**src/rtl/switch_port_requester.sv**
```systemverilog
// switch_port_requester: input-port agent that requests an output arbiter, waits for its grant,
// then streams the packet through a one-deep registered stage to the fabric.
module switch_port_requester #(
    parameter int DW         = 32,
    parameter int DEST_LSB   = 0,
    parameter int STARVE_CYC = 64
) (
    input  logic          clk,
    input  logic          rst_n,
    input  logic          in_valid,
    input  logic [DW-1:0] in_data,
    input  logic          in_sop,
    input  logic          in_eop,
    output logic          in_ready,
    output logic [3:0]    req,
    input  logic [3:0]    grant,
    output logic          out_valid,
    output logic [DW-1:0] out_data,
    output logic          out_sop,
    output logic          out_eop,
    output logic [1:0]    out_dest,
    input  logic          out_ready,
    output logic          starve,
    output logic          err_proto,
    output logic          err_grant
);
    typedef enum logic [1:0] {IDLE, REQ, XFER} state_t;
    localparam logic [15:0] STARVE_MAX = 16'(STARVE_CYC);
    state_t        state_q, state_d;
    logic [1:0]    dest_q, dest_d;
    logic [15:0]   cnt_q, cnt_d;
    logic [3:0]    dest_oh;
    logic          accept, load;
    logic          out_valid_q, out_valid_d, out_sop_q, out_eop_q;
    logic [DW-1:0] out_data_q;
    logic [1:0]    out_dest_q;
    logic          starve_q, starve_d, err_proto_q, err_proto_d, err_grant_q, err_grant_d;

    assign dest_oh = 4'b0001 << dest_q;

    always_comb begin
        state_d     = state_q;
        dest_d      = dest_q;
        cnt_d       = '0;
        starve_d    = starve_q;
        err_proto_d = err_proto_q;
        err_grant_d = err_grant_q | ((state_q == REQ) ? |(grant & ~dest_oh) : |grant);
        req         = '0;
        accept      = 1'b0;
        case (state_q)
            IDLE: begin
                if (in_valid && in_sop) begin
                    dest_d  = in_data[DEST_LSB +: 2];
                    state_d = REQ;
                end else if (in_valid) begin
                    accept      = 1'b1;
                    err_proto_d = 1'b1;
                end
            end
            REQ: begin
                // drop the request in the grant cycle so the arbiter never re-grants
                req      = grant[dest_q] ? 4'b0000 : dest_oh;
                cnt_d    = (cnt_q == STARVE_MAX) ? cnt_q : cnt_q + 16'd1;
                starve_d = starve_q | (cnt_d == STARVE_MAX);
                if (grant[dest_q])
                    state_d = XFER;
            end
            XFER: begin
                accept = in_valid && (!out_valid_q || out_ready);
                if (accept && in_eop)
                    state_d = IDLE;
            end
            default: state_d = IDLE;
        endcase
    end

    assign load        = accept && (state_q == XFER);
    assign out_valid_d = load || (out_valid_q && !out_ready);
    // nothing may be accepted while the agent is held in reset
    assign in_ready    = accept && rst_n;

    always_ff @(posedge clk or negedge rst_n) begin
        if (!rst_n) begin
            state_q     <= IDLE;
            dest_q      <= '0;
            cnt_q       <= '0;
            out_valid_q <= 1'b0;
            out_data_q  <= '0;
            out_sop_q   <= 1'b0;
            out_eop_q   <= 1'b0;
            out_dest_q  <= '0;
            starve_q    <= 1'b0;
            err_proto_q <= 1'b0;
            err_grant_q <= 1'b0;
        end else begin
            state_q     <= state_d;
            dest_q      <= dest_d;
            cnt_q       <= cnt_d;
            out_valid_q <= out_valid_d;
            starve_q    <= starve_d;
            err_proto_q <= err_proto_d;
            err_grant_q <= err_grant_d;
            if (load) begin
                out_data_q <= in_data;
                out_sop_q  <= in_sop;
                out_eop_q  <= in_eop;
                out_dest_q <= dest_q;
            end
        end
    end

    assign out_valid = out_valid_q;
    assign out_data  = out_data_q;
    assign out_sop   = out_sop_q;
    assign out_eop   = out_eop_q;
    assign out_dest  = out_dest_q;
    assign starve    = starve_q;
    assign err_proto = err_proto_q;
    assign err_grant = err_grant_q;
endmodule
```
**config.mk**
```make
export PLATFORM = sky130hd
export DESIGN_NAME = switch_port_requester
export DESIGN_NICKNAME = d
export VERILOG_FILES = /design/src/rtl/switch_port_requester.sv
export SDC_FILE = /design/constraint.sdc
export NUM_CORES = 1
export LEC_CHECK = 0
export ABC_AREA = 1
export BUFFER_PORTS_ARGS = -buffer_cell sky130_fd_sc_hd__buf_2
export CAP_MARGIN = 30
export CORE_MARGIN = 2
export CORE_UTILIZATION = 35
export DETAILED_ROUTE_END_ITERATION = 6
export MAX_ROUTING_LAYER = met4
export PLACE_DENSITY_LB_ADDON = 0.08
export REMOVE_ABC_BUFFERS = 1
export SLEW_MARGIN = 20
export SYNTH_ARGS = -nofsm -noshare
export SYNTH_HDL_FRONTEND = slang
export SYNTH_SLANG_ARGS = --single-unit
export TNS_END_PERCENT = 50
```
**constraint.sdc**
```tcl
create_clock -name clk -period 2.6 [get_ports clk]
set_clock_uncertainty 0.1 [all_clocks]
set_input_delay 0.13 -clock clk [delete_from_list [all_inputs] [get_ports clk]]
set_output_delay 0.13 -clock clk [all_outputs]
set_load 0.02 [all_outputs]
```
After elaboration in Yosys (flattened, before gate mapping):

Index checks and enable logic that the tools add are counted.

* output and inout port bits: 45
* register bits after elaboration: 60
* logic and storage cells: 56
* bits of input ports: 42

* eq/ne operators: 7
* bitwise operators: 5
* shifts and indexed selects: 1
* add/subtract/negate cells: 1
* order comparisons: 1
* reduce and logical (&&, ||, !) cells: 16
* mux-type cells: 14

Operators by type and width (count)
* $eq 16x7->1 const B: 2
* $mux 16: 2
* $add 16x1->16 const B: 1
* $mux 4: 2
* $reduce_or 4->1: 2
* $logic_and 1x1->1: 6
* $mux 2: 3
* $pmux 2 s3: 1
* $reduce_and 3->1: 2
* $and 4x4->4: 1
* $mux 1: 4
* $ne 2x2->1 const B: 2
* $not 4->4: 1
* $shl 1x2->4 const A: 1
* $lt 2x3->1 const B: 1
* $bmux 1 s2: 1
* $eq 2x1->1 const B: 1
* $eq 2x2->1 const B: 1
* $logic_not 1->1: 2
* $logic_not 2->1: 1
* $logic_or 1x1->1: 2
* $ne 2x1->1 const B: 1
* $or 1x1->1: 2
* $pmux 1 s2: 1
* other kinds (2): 2

Depth between registers and ports, before layout:

Gate-level depths: netlist of run 1.

* depth in word-level cells: 6
* depth in mapped cells: 14
* gate-level depth less buffers: 14

Worst setup path after synthesis of run 1:

Ideal clock, no wire load.

* path type: reg-to-output
* start: register out_valid_q, in the netlist out_valid
* end: output in_ready
* arrival: 1.471 ns
* cell stages (with the launch flop): 5
* data required time: 2.370 ns
* path buffers: 1
* path slack: 0.899 ns
* cell sequence: dfrtp_1 > nand2_1 > nand3_1 > buf_2 > a21boi_0

* longest elaborated chain between the ends: 5

Ends and longest elaborated chain
* from (decl): RTL line 34 `logic out_valid_q, out_valid_d, out_sop_q, out_eop_q;`
* from (signal assigned): RTL line 99 `out_valid_q <= out_valid_d;`
* $logic_not 1->1: RTL line 69 `accept = in_valid && (!out_valid_q || out_ready);`
* $logic_or 1x1->1: RTL line 69
* $logic_and 1x1->1: RTL line 69
* $pmux 1 s2: RTL line 50 `case (state_q)`
* $logic_and 1x1->1: RTL line 80 `assign in_ready = accept && rst_n;`
* to (decl): RTL line 14 `output logic in_ready,`

Every way passes these cells.

Final worst setup path of run 1:

* start: register state_q[0]
* end: output in_ready

* longest elaborated chain between the ends: 3
* elaborated cells between the ends (all ways): 4
* classes of those cells: eq/ne (1); mux (1); reduce/logical (2)

Ends and longest elaborated chain
* from (decl): RTL line 29 `state_t state_q, state_d;`
* from (signal assigned): RTL line 96 `state_q <= state_d;`
* $eq 2x2->1 / $logic_not 2->1 (equally long branches): RTL line 50
* $pmux 1 s2 (*): RTL line 50
* $logic_and 1x1->1 (*): RTL line 80

Every way passes the cells marked *; elsewhere a longest branch is shown, timed or not.

==> impl_metrics.py, run 1 <==
metrics = {
    "job": {
        "maxCapViolCount": 0,
    },
    "timing": {
        "finalSetupTns_ns": 0,
        "whs_ns": 0.0149,
        "fin_crit_ns": 2.06,
        "relSlewSlack": 0.694,
        "setup_ws_ns": 0.539,
        "max_freq_ghz": 0.485,
        "tightest_slew_ns": 0.458,
        "finalSetupViolations": 0,
        "rsz0062_at_grt": "no",
        "hold_viol": 0,
        "slew_violations": 0,
        "timing.final.crit_share": 0.793,
    },
    "floorplanning": {
        "core_area_um2": 8090,
        "rows": 33,
        "die_area_um2": 8980,
        "die_w_um": 94.8,
        "ios": 87,
        "die_h_um": 94.8,
        "initial_core_util": 0.356,
    },
    "route": {
        "vias": 2559,
        "routed_wl_um": 7060,
        "detail_route.wl_per_cell_um": 12.7,
        "ant_nets": 0,
        "drt_iter0_markers": 103,
        "dr.pass1.iters": 4,
        "viasPerCell": 4.59,
        "drc_errors": 0,
    },
    "cells_and_area": {
        "area_growth_pct": 39.9,
        "antennaDiodeCount": 0,
        "layout-drive-gt1-share": 0.332,
        "fill_cells": 816,
        "fin_cells": 557,
        "final_cell_mix": "buf_2, nand2_1, dfrtp_1",
        "finalInstanceArea_um2": 4030,
        "post-route-util": 0.498,
        "layout_commonest_cell": "buf_2",
        "fin_nets": 492,
    },
    "clocking": {
        "cts-root-buf": "clkbuf_8",
        "clk-insertion-delay-late_ns": 0.33,
        "post_cts_buffers": 0,
        "cts_tree": "built",
        "cts_buffers": 9,
        "clk_pin_slew_worst_paths_ns": 0.07,
        "htreeDepth": 3,
        "clk_path_buf_depth": 2,
        "cts_sinks": 60,
    },
    "global_routing": {
        "grt_pass1_wl_um": 12000,
        "antenna_found_initial": 0,
        "grt-ovfl-total": 0,
        "grt_usage": 0.179,
        "grt_max_degree": 28,
        "grt_pass1_vias": 2603,
    },
    "worst_setup_path": {
        "cp.required_ns": 2.37,
        "path_class": "reg2out",
        "worstPathCellList": "nor2_1, nand3_2, a21boi_0, buf_2",
        "critPathCaptureType": "output pin",
        "crit_path_max_fanout": 20,
        "cpPeakStageDelay_ns": 0.41,
        "crit_path_start_kind": "flop",
        "crit_slowest_cell": "dfrtp_1",
        "worstPathArrival_ns": 1.83,
    },
    "yosys": {
        "synth-seq-cells": 60,
        "yosysTopAreaCell": "dfrtp_1",
        "postSynthCellCount": 316,
        "yosysWarnings": 0,
        "syn_area_um2": 2880,
        "ys_seq_area_frac": 0.521,
        "synth_top_area_frac": 0.521,
        "synth_cell_types": 27,
        "ys_top_cells_by_area": "dfrtp_1, mux2_2, nand2_1, nor2_1, nand3_1",
        "syn_avg_cell_area_um2": 9.13,
    },
    "placement": {
        "hpwl_um": 5060,
        "dp_cells": 504,
        "port-buffer-count": 86,
        "preCtsSetupSlack_ns": 0.697,
        "routabilityCongestion": 0.862,
        "dpl_cell_area_um2": 3460,
    },
    "outcome": {
        "outcome": "complete, no violations",
    },
    "power": {
        "power.density_nw_per_um2": 933,
        "ir_worst_vdd_mv": 0.620,
        "finalPower_mw": 3.77,
        "power.leakage_nw": 2.05,
    },
    "worst_hold_path": {
        "hp-class": "in2reg",
    },
}
==> cell families (layout without fill, tap and decap cells) <==
kind of cell    Yosys count  after routing  share of synthesized area
simple gates            157            157                      0.246
fa+ha+maj                 2              2                    0.00868
flops                    60             60                      0.521
xor+xnor                  4              4                     0.0121
compound gates           19             19                     0.0347
mux                      31             31                      0.121
buf+inv                  43            179                     0.0573
==> synth_stat cells (all sizes together) <==
cell / instances
o31ai: 1
clkbuf: 4
nand4: 5
nand2: 74
dfrtp: 60
a21boi: 1
mux2i: 1
ha: 2
a21oi: 4
clkinv: 1
xor2: 4
buf: 3
o21ai: 13
nor2: 47
nand3: 28
mux2: 30
nor3: 2
inv: 35
nand3b: 1
==> report_power, final <==
| group | switching [mW] | internal [mW] | total [mW] |
|---|---|---|---|
| clock | 0.369 | 0.458 | 0.827 |
| combinational | 0.883 | 0.609 | 1.49 |
| sequential | 0.185 | 1.26 | 1.45 |
==> sequential cells by signal (all words and copies together), names as in the netlist <==
register,flops
err_proto,1
out_dest,2
starve,1
out_sop,1
err_grant,1
out_valid,1
out_data,32
state_q,2
dest_q,2
cnt_q,16
out_eop,1
==> metal layers <==
metal | vias to the layer above | share of wire | GRT usage
li1 | 1276 | - | -
met2 | 86 | 0.46 | 0.272
met3 | 10 | 0.062 | 0.0487
met1 | 1187 | 0.46 | 0.230
met5 | - | 0 | -
met4 | 0 | 0.013 | 0.0628
==> critical path: cells and delay by family (launching register included) <==
family / cells / cell delay, ns
AO/OA/AOI/OAI: 1 / 0.28
flip-flops: 1 / 0.41
buffers and inverters: 1 / 0.19
AND/OR/NAND/NOR: 2 / 0.60
==> final cells by class <==
| cell class | instances | area, um2 | share of cell area |
|---|---|---|---|
| clock buffers | 10 | 138 | 0.0341 |
| clock inverters | 5 | 52.6 | 0.0130 |
| inverters | 36 | 135 | 0.0335 |
| multi-input cells | 213 | 1220 | 0.303 |
| flip-flops and latches | 60 | 1500 | 0.372 |
| well taps | 105 | 131 | 0.0326 |
| repair buffers | 128 | 853 | 0.212 |
==> final timing paths <==
check	start	end	slack [ns]	cells after the start
hold / removal	in_valid	err_proto$_DFFE_PN0P_	0.01	3
setup / recovery	state_q[0]$_DFFE_PN0P_	in_ready	0.54	4
hold reg to reg	err_proto$_DFFE_PN0P_	err_proto$_DFFE_PN0P_	0.39	2
setup reg to reg	cnt_q[0]$_DFF_PN0_	starve$_DFFE_PN0P_	0.70	14
max in group asynchronous	rst_n	cnt_q[2]$_DFF_PN0_	1.54	3
min in group asynchronous	rst_n	out_data[2]$_DFFE_PN0P_	0.15	2
==> what timing repair did <==
| action | 4_1_cts | 5_1_grt |
|---|---|---|
| gates resized for setup | 0 | 0 |
| hold endpoints to repair | 51 | 0 |
| hold buffers | 38 | 0 |
Note: power is estimated with default switching activity, not from simulation.
==> inputs of run 2 (changes only) <==
- clock period: 2.6 -> 1.9 ns (I/O delays scaled with it)
==> run 2 against run 1 <==
Net effect: flip-flop and latch count unchanged; non-clock buffer count up 7; worst hold slack better by 0.16 ns; sequential share of layout area down 1.3 points; total power up 45%; largest cell class unchanged; critical path depth up 5.
==> impl_metrics.py, run 2 (synthesized netlist as in run 1, its figures left out) <==
metrics = {
    "timing": {
        "relSlewSlack": 0.492,
        "slew_violations": 0,
        "rsz0062_at_grt": "yes",
        "fin_crit_ns": 1.77,
        "whs_ns": 0.175,
        "max_freq_ghz": 0.566,
        "setup_ws_ns": 0.132,
        "finalSetupViolations": 0,
        "tightest_slew_ns": 0.762,
        "timing.final.crit_share": 0.930,
        "hold_viol": 0,
    },
    "worst_setup_path": {
        "worstPathArrival_ns": 1.57,
        "reg2reg_slack_ns": 0.16,
        "path_class": "reg2out",
        "critPathCaptureType": "output pin",
        "reg2reg_depth": 7,
        "cpPeakStageDelay_ns": 0.43,
        "worstPathCellList": "inv_2, nand3_1, nand2_1, inv_1, o21ai_0, nor2_1, inv_1, nor2_1, buf_4",
        "cp.required_ns": 1.70,
        "crit_slowest_cell": "dfrtp_2",
        "crit_path_start_kind": "flop",
        "crit_path_max_fanout": 6,
    },
    "power": {
        "ir_worst_vdd_mv": 0.839,
        "power.leakage_nw": 2.09,
        "finalPower_mw": 5.46,
        "power.density_nw_per_um2": 1310,
    },
    "global_routing": {
        "antenna_found_initial": 0,
        "grt_pass1_wl_um": 12100,
        "grt_pass1_vias": 2634,
        "grt-ovfl-total": 0,
        "grt_usage": 0.179,
        "grt_max_degree": 61,
    },
    "worst_hold_path": {
        "min_path_cells": 6,
        "hp-class": "in2reg",
    },
    "placement": {
        "port-buffer-count": 86,
        "hpwl_um": 4920,
        "routabilityCongestion": 0.864,
        "preCtsSetupSlack_ns": 0.237,
    },
    "clocking": {
        "cts_tree": "built",
        "cts_sinks": 60,
        "clk_path_buf_depth": 2,
        "cts_buffers": 9,
        "htreeDepth": 3,
        "clk_pin_slew_worst_paths_ns": 0.07,
        "cts-root-buf": "clkbuf_8",
        "clk-insertion-delay-late_ns": 0.33,
    },
    "floorplanning": {
        "core_area_um2": 8090,
        "rows": 33,
        "die_area_um2": 8980,
        "ios": 87,
        "die_w_um": 94.8,
        "die_h_um": 94.8,
        "initial_core_util": 0.356,
    },
    "job": {
        "maxCapViolCount": 0,
    },
    "cells_and_area": {
        "fin_nets": 499,
        "final_cell_mix": "buf_2, nand2_1, dfrtp_1",
        "largest_reg_flops": 32,
        "area_growth_pct": 45.0,
        "multi_input_area_um2": 1280,
        "final-seq-area_um2": 1500,
        "antennaDiodeCount": 0,
        "fill_cells": 793,
        "layout-drive-gt1-share": 0.383,
        "layout_commonest_cell": "buf_2",
    },
    "route": {
        "dr.pass1.iters": 4,
        "drt_iter0_markers": 77,
        "viasPerCell": 4.49,
        "routed_wl_um": 7130,
        "ant_nets": 0,
        "detail_route.wl_per_cell_um": 12.6,
        "vias": 2539,
        "drc_errors": 0,
    },
    "outcome": {
        "outcome": "complete, no violations",
    },
}
## run 2: cell count changes in the layout (fill, tap and decap cells not counted), sizes merged
cell         previous run  this run
buf                    90        96
inv                    35        37
bufinv                  1         2
clkbuf                 10         9
clkinv                  4         3
dlygate4sd3            38        39
## run 2: worst max-delay path, delay by kind of cell (launching register included)
family | cells | cell delay, ns
DFF | 1 | 0.43
buffers and inverters | 4 | 0.36
and+or+nand+nor | 4 | 0.35
AOI/OAI and AO/OA | 1 | 0.09
## run 2: worst paths after layout
check | startpoint | end
setup / recovery | dest_q[1]$_DFFE_PN0P_ | req[2]
hold / removal | grant[2] | state_q[0]$_DFFE_PN0P_
setup reg to reg | state_q[1]$_DFFE_PN0P_ | err_grant$_DFF_PN0_
hold reg to reg | err_proto$_DFFE_PN0P_ | err_proto$_DFFE_PN0P_
max in group asynchronous | rst_n | dest_q[1]$_DFFE_PN0P_
min in group asynchronous | rst_n | out_data[7]$_DFFE_PN0P_
## run 2: per-stage QoR
| stage | TNS [ns] | instances | instance area [um2] | utilization |
|---|---|---|---|---|
| after global routing | -0.127 | 565 | 4180 | 0.517 |
| final | 0 | 565 | 4180 | 0.517 |
| after global placement | 0 | 505 | 3470 | 0.429 |
| after CTS | 0 | 560 | 4080 | 0.505 |
| after floorplan | -12.65 | 309 | 2850 | - |
| after detailed placement | 0 | 505 | 3470 | 0.429 |
## run 2: repair_timing
item	4_1_cts	5_1_grt
hold endpoints to repair	100	0
gates resized for setup	0	22
setup buffers	0	5
setup endpoints to repair	0	5
hold buffers	39	0
## run 2: cell type report
class	instances	area share
Clock buffer	9	0.0296
Timing Repair Buffer	135	0.218
Tap cell	105	0.0314
Sequential cell	60	0.360
Multi-Input combinational cell	213	0.306
Clock inverter	7	0.0236
Inverter	36	0.0323
## run 2: report_power, final
group / internal [mW] / switching, mW
clock: 0.747 / 0.547
combinational: 0.928 / 1.25
sequential: 1.73 / 0.253
## run 2: routing by layer
metal / share of wire / vias to the layer above / wire, um / global-route usage
met2: 0.48 / 71 / 3420 / 0.275
met3: 0.053 / 7 / 375 / 0.0583
li1: - / 1296 / - / -
met5: 0 / - / 0 / -
met1: 0.46 / 1165 / 3260 / 0.227
met4: 0.010 / 0 / 72 / 0.0519
